`config.mk`:
```
export PLATFORM = sky130hd
export DESIGN_NAME = dice_roller
export DESIGN_NICKNAME = d
export VERILOG_FILES = /design/src/rtl/dice_pkg.sv /design/src/rtl/button_debouncer.sv /design/src/rtl/dice_roller.sv
export SDC_FILE = /design/constraint.sdc
export NUM_CORES = 1
export LEC_CHECK = 0
export CAP_MARGIN = 5
export CELL_PAD_IN_SITES_DETAIL_PLACEMENT = 0
export CELL_PAD_IN_SITES_GLOBAL_PLACEMENT = 1
export CORE_MARGIN = 4
export CORE_UTILIZATION = 41
export CTS_BUF_LIST = sky130_fd_sc_hd__clkbuf_2 sky130_fd_sc_hd__clkbuf_4 sky130_fd_sc_hd__clkbuf_8
export DETAILED_ROUTE_END_ITERATION = 16
export GPL_TIMING_DRIVEN = 0
export HOLD_SLACK_MARGIN = 0.02
export PLACE_DENSITY = 0.86
export SYNTH_ARGS = -nofsm -noshare
export SYNTH_HDL_FRONTEND = slang
export SYNTH_HIERARCHICAL = 1
export SYNTH_SLANG_ARGS = --single-unit
export TNS_END_PERCENT = 30
```
`constraint.sdc`:
```
create_clock -name clock -period 1.6 [get_ports clock]
set_clock_uncertainty 0.05 [all_clocks]
set_input_delay 0.16 -clock clock [delete_from_list [all_inputs] [get_ports clock]]
set_output_delay 0.16 -clock clock [all_outputs]
set_load 0.005 [all_outputs]
```
`src/rtl/dice_pkg.sv`:
```
// Shared types and constants for the dice roller.
package dice_pkg;

  typedef enum logic [1:0] {
    IDLE    = 2'd0,
    ROLLING = 2'd1,
    CAPTURE = 2'd2
  } state_e;

  localparam int unsigned DIE_MIN = 1;
  localparam int unsigned DIE_MAX = 6;
  localparam int unsigned DIE_W   = 3;
  localparam int unsigned SUM_W   = 4;

  // Next face of a die counter, wrapping DIE_MAX back to DIE_MIN.
  function automatic logic [DIE_W-1:0] die_next(input logic [DIE_W-1:0] v);
    if (v == DIE_W'(DIE_MAX)) begin
      return DIE_W'(DIE_MIN);
    end
    return v + DIE_W'(1);
  endfunction

endpackage

```
`src/rtl/button_debouncer.sv`:
```
// Two-flop synchronizer followed by a stable-count debouncer; emits level and edge pulses.
module button_debouncer
  import dice_pkg::*;
#(
  parameter int unsigned DEBOUNCE_CYCLES = 50000,
  parameter int unsigned DB_CNT_W        = 16
) (
  input  logic clock,
  input  logic reset,
  input  logic btn,
  output logic db_level,
  output logic rise,
  output logic fall
);

  localparam logic [DB_CNT_W-1:0] CntMax = DB_CNT_W'(DEBOUNCE_CYCLES - 1);

  logic                sync1_q, sync1_d;
  logic                sync2_q, sync2_d;
  logic                db_q, db_d;
  logic                rise_q, rise_d;
  logic                fall_q, fall_d;
  logic [DB_CNT_W-1:0] cnt_q, cnt_d;

  // Next state: count consecutive disagreeing cycles, flip the level on the last one.
  always_comb begin
    sync1_d = btn;
    sync2_d = sync1_q;
    db_d    = db_q;
    cnt_d   = '0;
    rise_d  = 1'b0;
    fall_d  = 1'b0;
    if (sync2_q != db_q) begin
      if (cnt_q == CntMax) begin
        db_d   = sync2_q;
        rise_d = sync2_q;
        fall_d = ~sync2_q;
      end else begin
        cnt_d = cnt_q + DB_CNT_W'(1);
      end
    end
  end

  // State registers with synchronous reset.
  always_ff @(posedge clock) begin
    if (reset) begin
      sync1_q <= 1'b0;
      sync2_q <= 1'b0;
      db_q    <= 1'b0;
      cnt_q   <= '0;
      rise_q  <= 1'b0;
      fall_q  <= 1'b0;
    end else begin
      sync1_q <= sync1_d;
      sync2_q <= sync2_d;
      db_q    <= db_d;
      cnt_q   <= cnt_d;
      rise_q  <= rise_d;
      fall_q  <= fall_d;
    end
  end

  // Pulses are aligned with the cycle in which the new level first appears.
  assign db_level = db_q;
  assign rise     = rise_q;
  assign fall     = fall_q;

endmodule

```
`src/rtl/dice_roller.sv`:
```
// Free-running die counters captured on debounced button release.
module dice_roller
  import dice_pkg::*;
#(
  parameter int unsigned DEBOUNCE_CYCLES = 50000,
  parameter int unsigned DB_CNT_W        = 16
) (
  input  logic             clock,
  input  logic             reset,
  input  logic             roll_btn,
  output logic             rolling,
  output logic             roll_valid,
  output logic [DIE_W-1:0] die1,
  output logic [DIE_W-1:0] die2,
  output logic [SUM_W-1:0] sum
);

  logic db_level;
  logic db_rise;
  logic db_fall;

  button_debouncer #(
    .DEBOUNCE_CYCLES(DEBOUNCE_CYCLES),
    .DB_CNT_W       (DB_CNT_W)
  ) u_debouncer (
    .clock   (clock),
    .reset   (reset),
    .btn     (roll_btn),
    .db_level(db_level),
    .rise    (db_rise),
    .fall    (db_fall)
  );

  state_e           state_q, state_d;
  logic [DIE_W-1:0] cnt1_q, cnt1_d;
  logic [DIE_W-1:0] cnt2_q, cnt2_d;
  logic             rolling_q, rolling_d;
  logic             valid_q, valid_d;
  logic [DIE_W-1:0] die1_q, die1_d;
  logic [DIE_W-1:0] die2_q, die2_d;
  logic [SUM_W-1:0] sum_q, sum_d;

  // Next state: counters run every cycle; FSM captures them on the debounced release.
  always_comb begin
    cnt1_d  = die_next(cnt1_q);
    cnt2_d  = (cnt1_q == DIE_W'(DIE_MAX)) ? die_next(cnt2_q) : cnt2_q;
    state_d = state_q;
    valid_d = 1'b0;
    die1_d  = die1_q;
    die2_d  = die2_q;
    sum_d   = sum_q;
    unique case (state_q)
      IDLE: begin
        if (db_rise) state_d = ROLLING;
      end
      ROLLING: begin
        if (db_fall) begin
          state_d = CAPTURE;
          die1_d  = cnt1_q;
          die2_d  = cnt2_q;
          sum_d   = SUM_W'(cnt1_q) + SUM_W'(cnt2_q);
          valid_d = 1'b1;
        end
      end
      CAPTURE: begin
        state_d = IDLE;
      end
      default: begin
        state_d = IDLE;
      end
    endcase
    rolling_d = (state_d == ROLLING);
  end

  // State and registered outputs; reset aborts any roll in progress.
  always_ff @(posedge clock) begin
    if (reset) begin
      state_q   <= IDLE;
      cnt1_q    <= DIE_W'(DIE_MIN);
      cnt2_q    <= DIE_W'(DIE_MIN);
      rolling_q <= 1'b0;
      valid_q   <= 1'b0;
      die1_q    <= '0;
      die2_q    <= '0;
      sum_q     <= '0;
    end else begin
      state_q   <= state_d;
      cnt1_q    <= cnt1_d;
      cnt2_q    <= cnt2_d;
      rolling_q <= rolling_d;
      valid_q   <= valid_d;
      die1_q    <= die1_d;
      die2_q    <= die2_d;
      sum_q     <= sum_d;
    end
  end

  assign rolling    = rolling_q;
  assign roll_valid = valid_q;
  assign die1       = die1_q;
  assign die2       = die2_q;
  assign sum        = sum_q;

endmodule

```
After elaboration in Yosys (flattened, before gate mapping)
Cells that the tools add are included.
W data, S select, Z words.
{ "classes": {"add_sub_neg": 4, "eq_ne": 6, "n_mux": 10, "bitwise_logic": 4, "n_reduce_logical": 6} }
{ "op_table": {"columns": ["cell", "count"], "rows": [
  ["$add A16 B1 Y16 const B", 1],
  ["$eq A16 B16 Y1 const B", 1],
  ["$mux W3", 4],
  ["$add A3 B1 Y3 const B", 2],
  ["$eq A3 B3 Y1 const B", 2],
  ["$reduce_or A3 Y1", 2],
  ["$add A3 B3 Y4", 1],
  ["$eq A2 B1 Y1 const B", 2],
  ["$mux W2", 2],
  ["$not A1 Y1", 4],
  ["$pmux W2 S2", 1],
  ["$reduce_and A2 Y1", 2],
  ["$mux W1", 3],
  ["$logic_not A2 Y1", 1],
  ["$reduce_or A2 Y1", 1],
  ["$ne A1 B1 Y1", 1]
]} }
{ "word_totals": {"register_bits": 41, "in_bits": 3, "out_inout_bits": 12, "wordCells": 44} }

Depth between registers and ports, before layout
{ "depth": {"depth_word": 3, "depth_mapped": 6, "mapped_depth_nobuf": 6} }

By module
Netlist, hierarchy kept.
{ "by_module_without_submodules": {"columns": ["mod", "instances", "cells_per_inst", "area_each_um2", "seq_area_each_um2"], "rows": [
  ["button_debouncer", 1, 94, 869.6, 420.4],
  ["dice_roller", 1, 89, 813.3, 400.4]
]} }

Worst setup path after synthesis
Ideal clock, no wire load.
{ "synth_timing": {"kind": "register -> register", "from": "register u_debouncer.cnt_q[0]", "to": "register u_debouncer.cnt_q[12]", "setup_time_ns": 0.115, "arrival_ns": 1.390, "required_time_ns": 1.435, "slack_ns": 0.045, "stages_incl_launch_ff": 7, "path_buffers": 1, "period_less_slack_ns": 1.555, "path_cell_list": "dfxtp_1 > ha_1 > nand3_1 > nand4b_1 > nand2b_2 > buf_4 > nor2_1"} }
{ "synth_via": {"elab_chain_len": 2, "elab_cells_between_ends": 3, "cone_classes": "1 x add/sub; 1 x eq/ne; 1 x reduce/logical"} }
{ "synth_lines": {"columns": ["element", "line", "text"], "rows": [
  ["start, declared", "button_debouncer.sv:23", "logic [DB_CNT_W-1:0] cnt_q, cnt_d;"],
  ["start signal, assigned", "button_debouncer.sv:57", "cnt_q <= cnt_d;"],
  ["parallel branches: the longest is 2 deep, another holds $add A16 B1 Y16", null, null]
]} }
Several ways; the timed one is not identified.
A chain may end at the register's enable or synchronous reset.

Final worst setup path
{ "layout_timing": {"from": "register u_debouncer.cnt_q[9]", "to": "register u_debouncer.db_q (netlist: u_debouncer/db_level)"} }
{ "layout_via": {"elab_chain_len": 2} }
{ "layout_lines": {"columns": ["element", "line", "text"], "rows": [
  ["$eq A16 B16 Y1", "button_debouncer.sv:34", "if (cnt_q == CntMax) begin"],
  ["$reduce_and A2 Y1 (no source line)", null, null],
  ["end signal, assigned", "button_debouncer.sv:49", "db_q <= 1'b0;"],
  ["end signal, assigned", "button_debouncer.sv:56", "db_q <= db_d;"],
  ["end, declared", "button_debouncer.sv:20", "logic db_q, db_d;"]
]} }
No other way between the ends.

==> impl_metrics.env <==
export IMPL_netlist_top_cells_area="dfxtp_1, xnor2_1, nor2_1"
export IMPL_htree_num_levels=2
export IMPL_grt_pass1_wl_mm=5.11
export IMPL_setup_violations=0
export IMPL_min_path_type="primary input to register"
export IMPL_synth_top_cell_area_share_pct=48.8
export IMPL_synth_simple_area_share_pct=24.2
export IMPL_grt_setup_unrepaired="false"
export IMPL_placed_cell_area_mm2=0.00189
export IMPL_cp_slowest_cell="dfxtp_1"
export IMPL_hold_viol=0
export IMPL_r2r_end="u_debouncer/db_level$_SDFFE_PP0P_"
export IMPL_async_flop_share_pct=0
export IMPL_cp_start_kind="register"
export IMPL_synthAdderAreaFrac_pct=5.65
export IMPL_final_cell_mix="dfxtp_1, nor2_1, nand2_1"
export IMPL_ant_nets=0
export IMPL_via_count=1244
export IMPL_min_period_ns=1.50
export IMPL_cts_hold_buf=0
export IMPL_nets=218
export IMPL_clock_latency_ns=0.29
export IMPL_core_rowCount=23
export IMPL_rrSetupSlack_ns=0.10
export IMPL_antenna_cells=0
export IMPL_vdd_ir_drop_max_v=0.000462
export IMPL_core_area_mm2=0.00397
export IMPL_setup_worst_path_end_class="register"
export IMPL_p_leak_nw=0.707
export IMPL_die_area_mm2=0.00519
export IMPL_ys_seq_elements=41
export IMPL_grt_usage_pct=12.6
export IMPL_fin_crit_sh_pct=93.5
export IMPL_slew_headroom_pct=77.0
export IMPL_synth_edff_count=0
export IMPL_cts_num_sinks=41
export IMPL_crit_type="register to register"
export IMPL_syn_nets=193
export IMPL_critPathMaxFanout=5
export IMPL_routedWlPerCell_um=11.0
export IMPL_overflow=0
export IMPL_die_h_um=72.1
export IMPL_critPathMaxStageDelay_ns=0.41
export IMPL_wirelength_mm=2.85
export IMPL_dp_slack_ns=-0.238
export IMPL_holdWs_ns=0.376
export IMPL_final_area_mm2=0.00205
export IMPL_drtPass1Iterations=2
export IMPL_drc=0
export IMPL_final_util_pct=51.5
export IMPL_final_common_cell="dfxtp_1"
export IMPL_worstSetupStartpoint="u_debouncer/cnt_q[9]$_SDFF_PP0_"
export IMPL_synth_cells=183
export IMPL_start_util_pct=42.4
export IMPL_path_clk_slew_ns=0.07
export IMPL_synth_xor_area_share_pct=7.81
export IMPL_crit_arrival_ns=1.63
export IMPL_syn2layout_area_growth_pct=21.6
export IMPL_syn_area_mm2=0.00168
export IMPL_drive_gt1_share_pct=13.4
export IMPL_synth_top_family_by_area="simple AND/OR/NAND/NOR gates"
export IMPL_antenna_found_initial=0
export IMPL_first_global_vias=1178
export IMPL_via_per_inst=4.80
export IMPL_cp_data_required_time_ns=1.73
export IMPL_final_fill_count=388
export IMPL_setup_slack_ns=0.104
export IMPL_synth_compound_area_share_pct=7.51
export IMPL_cp_cell_sequence="nor4bb_2 > nand4b_1 > buf_4 > mux2i_1 > nor2_1"
export IMPL_ys_flop_type="dfxtp_1"
export IMPL_powerDensity_mw_per_mm2=877
export IMPL_synth_cell_types=38
export IMPL_drtIter0Drc=33
export IMPL_fmax_ghz=0.669
export IMPL_numCtsBuffers=5
export IMPL_clockBufferDepth=2
export IMPL_ys_seq_area_share_pct=48.8
export IMPL_yosysTopAreaCell="dfxtp_1"
export IMPL_reg2reg_from="u_debouncer/cnt_q[9]$_SDFF_PP0_"
export IMPL_root_buffer="clkbuf_8"
export IMPL_p_total_mw=1.80
export IMPL_worst_pin_slew_ns=0.342
export IMPL_ys_warn_count=6
export IMPL_gp_congestion=0.757
export IMPL_cap_viol_max_count=0
export IMPL_die_width_um=72.1
export IMPL_synth_mux_area_share_pct=1.78
export IMPL_grt_max_degree=13
export IMPL_r2r_cells=5
export IMPL_syn_avg_cell_area_um2=9.20
export IMPL_hpwl_mm=1.98
export IMPL_status="finished, final reports clean"
export IMPL_final_max_slew_viol_count=0
export IMPL_io_buffer_count=14
export IMPL_critPathCapture="u_debouncer/db_level$_SDFFE_PP0P_"
export IMPL_cts_tree="done"
export IMPL_ios=15
-- cell type report --
| type | instances | area, um2 | share of cell area, % |
|---|---|---|---|
| sequential | 41 | 826 | 40.3 |
| multi-input combinational | 127 | 826 | 40.3 |
| timing repair buffer | 18 | 170 | 8.31 |
| clock buffer | 6 | 76.3 | 3.73 |
| tap | 50 | 62.6 | 3.06 |
| buffer | 6 | 42.5 | 2.08 |
| inverter | 9 | 33.8 | 1.65 |
| clock inverter | 2 | 10.0 | 0.489 |
-- logic make-up after synthesis --
kind of cell / count (synthesis)
AOI/OAI and AO/OA: 20
xor gates and xnor gates: 15
adders and majority gates: 7
buffers and inverters: 15
DFF: 41
muxes: 3
and+or+nand+nor: 82
-- synthesized netlist by cell type (2+ instances only) --
cell and n:
inv_1 9, buf_2 3, ha_1 6, nor2_1 26, mux2i_1 3, nor4_1 5
nand2_1 20, nor2b_1 3, nand3_1 4, xnor2_1 13, nor3_1 8, nand4_1 4
dfxtp_1 41, xor2_1 2, a21oi_1 12, nor4bb_1 2
-- power by group --
group          switching [mW]  internal [mW]
combinational          0.0470         0.0432
clock                   0.340          0.319
sequential             0.0137           1.03
-- sequential cells by signal, indices dropped and copies added (netlist names) --
name / cells
u_debouncer/rise: 1
cnt1_q: 3
state_q: 2
roll_valid: 1
u_debouncer/db_level: 1
u_debouncer/cnt_q: 16
die2: 3
die1: 3
rolling: 1
cnt2_q: 3
u_debouncer/sync1_q: 1
sum: 4
u_debouncer/sync2_q: 1
u_debouncer/fall: 1
-- stage by stage --
step | setup TNS (ns) | cells
final | 0 | 259
after detailed placement | -2.61 | 247
after global routing | 0 | 259
after global placement | -2.36 | 247
after floorplan | 0 | 183
after CTS | 0 | 256
-- worst max-delay path, delay by kind of cell (launching register included) --
| family | cells | cell delay, ns |
|---|---|---|
| muxes | 1 | 0.13 |
| DFF | 1 | 0.41 |
| buffers and inverters | 1 | 0.21 |
| and+or+nand+nor | 3 | 0.59 |
-- routing by layer --
metal | track usage (%) | routed length (um)
met1 | 15.5 | 1380
met2 | 19.9 | 1300
met3 | 4.16 | 109
met4 | 5.64 | 56
met5 | 0 | 0
-- repair_timing --
item,in CTS,in global routing
buffers inserted,1,3
gates resized for setup,4,7
setup endpoints to repair,16,14
pin swaps,0,2
-- worst min path at each step --
stage	slack, ns	endpoint	startpoint	depth (start not counted)
detailed placement	0.38	u_debouncer/sync2_q$_SDFF_PP0_	u_debouncer/sync1_q$_SDFF_PP0_	1
finish	0.38	u_debouncer/sync1_q$_SDFF_PP0_	roll_btn	2
global placement	0.37	u_debouncer/sync2_q$_SDFF_PP0_	u_debouncer/sync1_q$_SDFF_PP0_	1
CTS	0.37	u_debouncer/sync1_q$_SDFF_PP0_	roll_btn	2
floorplan	0.18	u_debouncer/sync1_q$_SDFF_PP0_	reset	1
global route	0.36	u_debouncer/sync1_q$_SDFF_PP0_	roll_btn	2
Note: power is estimated with default switching activity, not from simulation.
==> RTL edit 1, RTL diff (config.mk and constraints unchanged) <==
`DB_CNT_W` is set to 16 in 2 places; all go to 24.
--- a/src/rtl/button_debouncer.sv
+++ b/src/rtl/button_debouncer.sv
@@ -3,7 +3,7 @@
   import dice_pkg::*;
 #(
   parameter int unsigned DEBOUNCE_CYCLES = 50000,
-  parameter int unsigned DB_CNT_W        = 16
+  parameter int unsigned DB_CNT_W        = 24
 ) (
   input  logic clock,
   input  logic reset,
--- a/src/rtl/dice_roller.sv
+++ b/src/rtl/dice_roller.sv
@@ -3,7 +3,7 @@
   import dice_pkg::*;
 #(
   parameter int unsigned DEBOUNCE_CYCLES = 50000,
-  parameter int unsigned DB_CNT_W        = 16
+  parameter int unsigned DB_CNT_W        = 24
 ) (
   input  logic             clock,
   input  logic             reset,
Check against the original RTL: same outputs for any inputs over 10 cycles, from zero or initial values and one cycle with reset high; that may be too few to reach the edited logic, so the function may still have changed.
==> RTL edit 1 against the original RTL <==
- critical path depth down 1
- combinational power increased by 5.4%
- largest power group unchanged
- the flow now finishes with violations (negative setup slack)
- hold slack got worse by 0.010 ns
- cell area rose by 24%
- sequential cell count is 8 higher
- critical path type unchanged
- utilization up 1.1 points
- worst setup slack worse by 0.34 ns
- synthesized area grew 23%
- wire length increased by 37%
- power is 16% higher
- critical endpoint unchanged
- synthesized cell count rose by 27%
==> RTL edit 1: results (changes against the original RTL) <==
[drt]
drcViolationCount=0  ; unchanged
vias=1684  ; +35%
drtIter0Drc=78  ; +140%
dr.pass1.iters=4  ; +2
wl_per_cell_um=11.8  ; +7.7%
drt-total-wl_um=3900  ; +37%

[cts]
numCtsBuffers=5  ; unchanged
clock_path_buffers=2  ; unchanged
clockRootBuffer=clkbuf_8
clkLatencyLatePin_ns=0.30

[worst_setup_path]
arrival_ns=2.02  ; +0.39 ns
slowest_delay_ns=0.52  ; +0.11 ns
critPathSlowestCell=or4_4
crit_end=u_debouncer/db_level
critPathLaunch=u_debouncer/cnt_q[18]
path_max_fanout=3  ; -2
rr_worst_depth=4  ; -1

[yosys]
synthTopCellsByCount=dfxtp_1, nand2_1, a21oi_1
synth-compound-area-share=0.121  ; +0.0455
synth-xor-area-share=0.0549  ; -0.0232
synthAdderAreaFrac=0.0458  ; -0.0107
yosys-top-cells-area=dfxtp_1, a21oi_1, nand2_1
syn_area_per_cell_um2=8.90  ; -3.2%
synth_fp_nets=243  ; +26%
yosys_warnings=6  ; unchanged
synth-seq-area-share=0.473  ; -0.0149
synthMuxAreaShare=0.00965  ; -0.00819

[final_layout]
largest-register=u_debouncer/cnt_q
nFillCells=478  ; +23%
largest_register_ffs=24  ; +8
drive_gt1_frac=0.164  ; +0.0302
fin_nets=272  ; +25%

[placement]
placed_area_um2=2320  ; +23%
dp_hpwl_um=2740  ; +39%
place_congestion=0.780  ; +2.9%
dp_cells=314  ; +27%
port_buffers=14  ; unchanged
pre_cts_ws_ns=-0.352  ; -0.114 ns

[timing]
timing.hold.ws_ns=0.366  ; -0.0101 ns
tns_ns=-4.62  ; -4.62 ns
tightestPinTransition_ns=0.302  ; -0.0403 ns
finalSetupViolCount=25  ; +25
setup_slack_ns=-0.234  ; -0.339 ns

[pwr]
ir_drop_mv=0.482  ; +4.3%
leakagePower_nw=0.848  ; +20%

[min_path]
hp-class=in -> reg
hold_path_end=u_debouncer/sync1_q
holdCritStartpoint=roll_btn

[global_route]
antenna_found_initial=0  ; unchanged
grt_usage=0.136  ; +0.0107
first_global_vias=1550  ; +32%
grt_pass1_wl_um=6850  ; +34%
grt_max_degree=14  ; +1

[status]
violations=negative setup slack
status=finished, violations left

[RTL edit 1: changes by cell type in the layout (fill, tap and decap cells not counted), sizes merged, moves of 3 or more]
cell   unedited run  this run
a21oi            12        23
or3               0        11
o21ai             1        11
dfxtp            41        49
and4              0         6
buf               9        14
xnor2            13         8
nand2            20        24
nor2             26        22
nor3              8         4
nand3             5         8
nand4             4         7
xor2              2         5
[RTL edit 1: what timing repair did]
item	4_1_cts	5_1_grt
pin swaps	6	6
gates resized for setup	12	12
setup buffers	5	2
setup endpoints to repair	27	28
gates cloned	1	0
[RTL edit 1: cells by family (layout without fill, tap and decap cells)]
family / Yosys count / in the layout
xor gates and xnor gates: 13 / 13
and+or+nand+nor: 101 / 101
adders and majority gates: 7 / 7
buffers and inverters: 18 / 47
AOI/OAI and AO/OA: 43 / 43
DFF: 49 / 49
muxes: 2 / 2
[RTL edit 1: cell type report]
cell class,count,area [um^2],share of cell area
inverter,10,37.5,0.0148
buffer,8,58.8,0.0232
timing repair buffer,22,204,0.0804
tap,67,83.8,0.0330
multi-input combinational,166,1070,0.421
sequential,49,996,0.393
clock buffer,7,90.1,0.0355
[RTL edit 1: power by group]
part	switching [mW]	internal, mW	leakage (nW)
Clock	0.377	0.360	0.0477
Combinational	0.0504	0.0446	0.401
Sequential	0.0137	1.23	0.399
Total	0.441	1.63	0.848
[RTL edit 1: per-layer routing]
layer / share of wire / track usage / vias to the layer above
met3: 0.032 / 0.0385 / 8
met1: 0.46 / 0.167 / 773
li1: - / - / 883
met5: 0 / 0 / -
met2: 0.49 / 0.227 / 20
met4: 0.017 / 0.0515 / 0
[RTL edit 1: worst max-delay path: cells and delay by family (launching register included)]
family	cells	cell delay (ns)
compound gates	1	0.11
flops	1	0.35
simple gates	3	1.27
==> RTL edit 2, RTL diff (same settings) <==
Made on the original files. The 3 states of `state_e` get a one-hot encoding in 3 bits.
--- a/src/rtl/dice_pkg.sv
+++ b/src/rtl/dice_pkg.sv
@@ -1,10 +1,10 @@
 // Shared types and constants for the dice roller.
 package dice_pkg;
 
-  typedef enum logic [1:0] {
-    IDLE    = 2'd0,
-    ROLLING = 2'd1,
-    CAPTURE = 2'd2
+  typedef enum logic [2:0] {
+    IDLE    = 3'b001,
+    ROLLING = 3'b010,
+    CAPTURE = 3'b100
   } state_e;
 
   localparam int unsigned DIE_MIN = 1;
Check against the original RTL: same outputs for any inputs over 10 cycles, from zero or initial values and one cycle with reset high; not proved beyond that.
==> RTL edit 2 against the original RTL <==
- cell area rose by 2.3%
- wire length rose by 8.4%
- largest cell class unchanged
- largest power group unchanged
- synthesized area up 2.1%
- clock power increased by 6.4%
- sequential cell count rose by 1
- worst setup slack worse by 0.034 ns
- die area is 1.9% higher
- highest routed layer unchanged
- non-clock buffer count stayed put
- power is 3.4% higher
- final cell count rose by 1.2%
==> RTL edit 2: results (changes against the original RTL) <==
[placement]
placed_area_um2=1920  ; +1.9%
dp_cells=250  ; +1.2%
pre_cts_ws_ns=-0.269  ; -0.0310 ns
place_congestion=0.789  ; +4.2%
dp_hpwl_um=2080  ; +5.1%

[yosys]
ys_types=40  ; +5.3%
synthTopCellsByCount=dfxtp_1, nor2_1, nand2_1
synthMuxAreaShare=0.0117  ; -0.00619
synthAdderAreaFrac=0.0554  ; -0.00115
yosys-top-cells-area=dfxtp_1, xnor2_1, nor2_1
synth-compound-area-share=0.0699  ; -0.00517
synth_fp_nets=196  ; +1.6%
synthCells=186  ; +1.6%
synth-seq-area-share=0.489  ; +0.00171
synth_ff_type=dfxtp_1
synth-xor-area-share=0.0765  ; -0.00159

[timing]
finalSetupViolCount=0  ; unchanged
tightestPinTransition_ns=0.455  ; +0.112 ns

[global_route]
grt_max_degree=14  ; +1
met3_usage=0.0455  ; +0.00390
grt_pass1_wl_um=5220  ; +2.0%
antenna_found_initial=0  ; unchanged
met2_usage=0.200  ; +0.00121
first_global_vias=1180  ; +0.17%
grt_usage=0.126  ; +0.000602
met1_usage=0.156  ; +0.00116

[pwr]
ir_drop_mv=0.386  ; -16%
leakagePower_nw=0.712  ; +0.69%

[final_layout]
fin_nets=221  ; +1.4%
largest_register_ffs=16  ; unchanged
largest-register=u_debouncer/cnt_q
num_antenna_cells=0  ; unchanged
drive_gt1_frac=0.151  ; +0.0170

[min_path]
hp-class=in -> reg

[cts]
clkLatencyLatePin_ns=0.29  ; about the same
numCtsBuffers=5  ; unchanged
clock_path_buffers=2  ; unchanged

[worst_setup_path]
slowest_delay_ns=0.37  ; -0.04 ns
critPathSlowestCell=dfxtp_4
arrival_ns=1.66  ; +0.03 ns
path_max_fanout=7  ; +2

[status]
status=finished clean

[drt]
vias=1284  ; +3.2%
dr.pass1.iters=4  ; +2
drtIter0Drc=54  ; +64%
wl_per_cell_um=11.8  ; +7.1%
avgViaCountPerCell=4.90  ; +2.0%

## RTL edit 2: worst paths after layout
| kind | start | endpoint | slack, ns | depth (start not counted) |
|---|---|---|---|---|
| max | u_debouncer/cnt_q[0] | u_debouncer/db_level | 0.07 | 6 |
| min | roll_btn | u_debouncer/sync1_q | 0.37 | 2 |
| max reg2reg | u_debouncer/cnt_q[0] | u_debouncer/db_level | 0.07 | 6 |
| min reg2reg | u_debouncer/cnt_q[0] | u_debouncer/cnt_q[0] | 0.40 | 1 |
## RTL edit 2: cell families (layout without fill, tap and decap cells)
logic type	after synthesis	count (layout)
xor gates and xnor gates	15	15
and+or+nand+nor	86	86
AOI/OAI and AO/OA	20	20
muxes	2	2
DFF	42	42
adders and majority gates	7	7
buffers and inverters	14	40
## RTL edit 2: area by class of cell
cell class,instances,area (um^2)
plain buffers,6,37.5
clock buffers,6,82.6
clock inverters,2,12.5
fillers,393,1930
inverters,8,30.0
multi-input cells,130,846
flip-flops and latches,42,853
well taps,50,62.6
repair buffers,18,170
## RTL edit 2: through the flow
step                utilization  hold WS, ns
detailed placement        0.477        0.394
global placement          0.477        0.368
floorplan                     -        0.182
finish                    0.520        0.369
global route              0.520        0.348
CTS                       0.509        0.354
## RTL edit 2: layer usage
metal  vias to the layer above  wire, um
met4                         0        31
li1                        676         -
met5                         -         0
met2                        19      1410
met3                         4       108
met1                       585      1540
## RTL edit 2: repair_timing
item	4_1_cts	5_1_grt
pin swaps	1	2
endpoints found under the hold margin	0	0
setup buffers	2	2
endpoints found under the setup margin	16	17
resized for setup	5	10
## RTL edit 2: power by group
part	switching, mW	internal, mW	leakage, nW
Clock	0.355	0.347	0.0472
Combinational	0.0456	0.0393	0.321
Sequential	0.0147	1.06	0.344
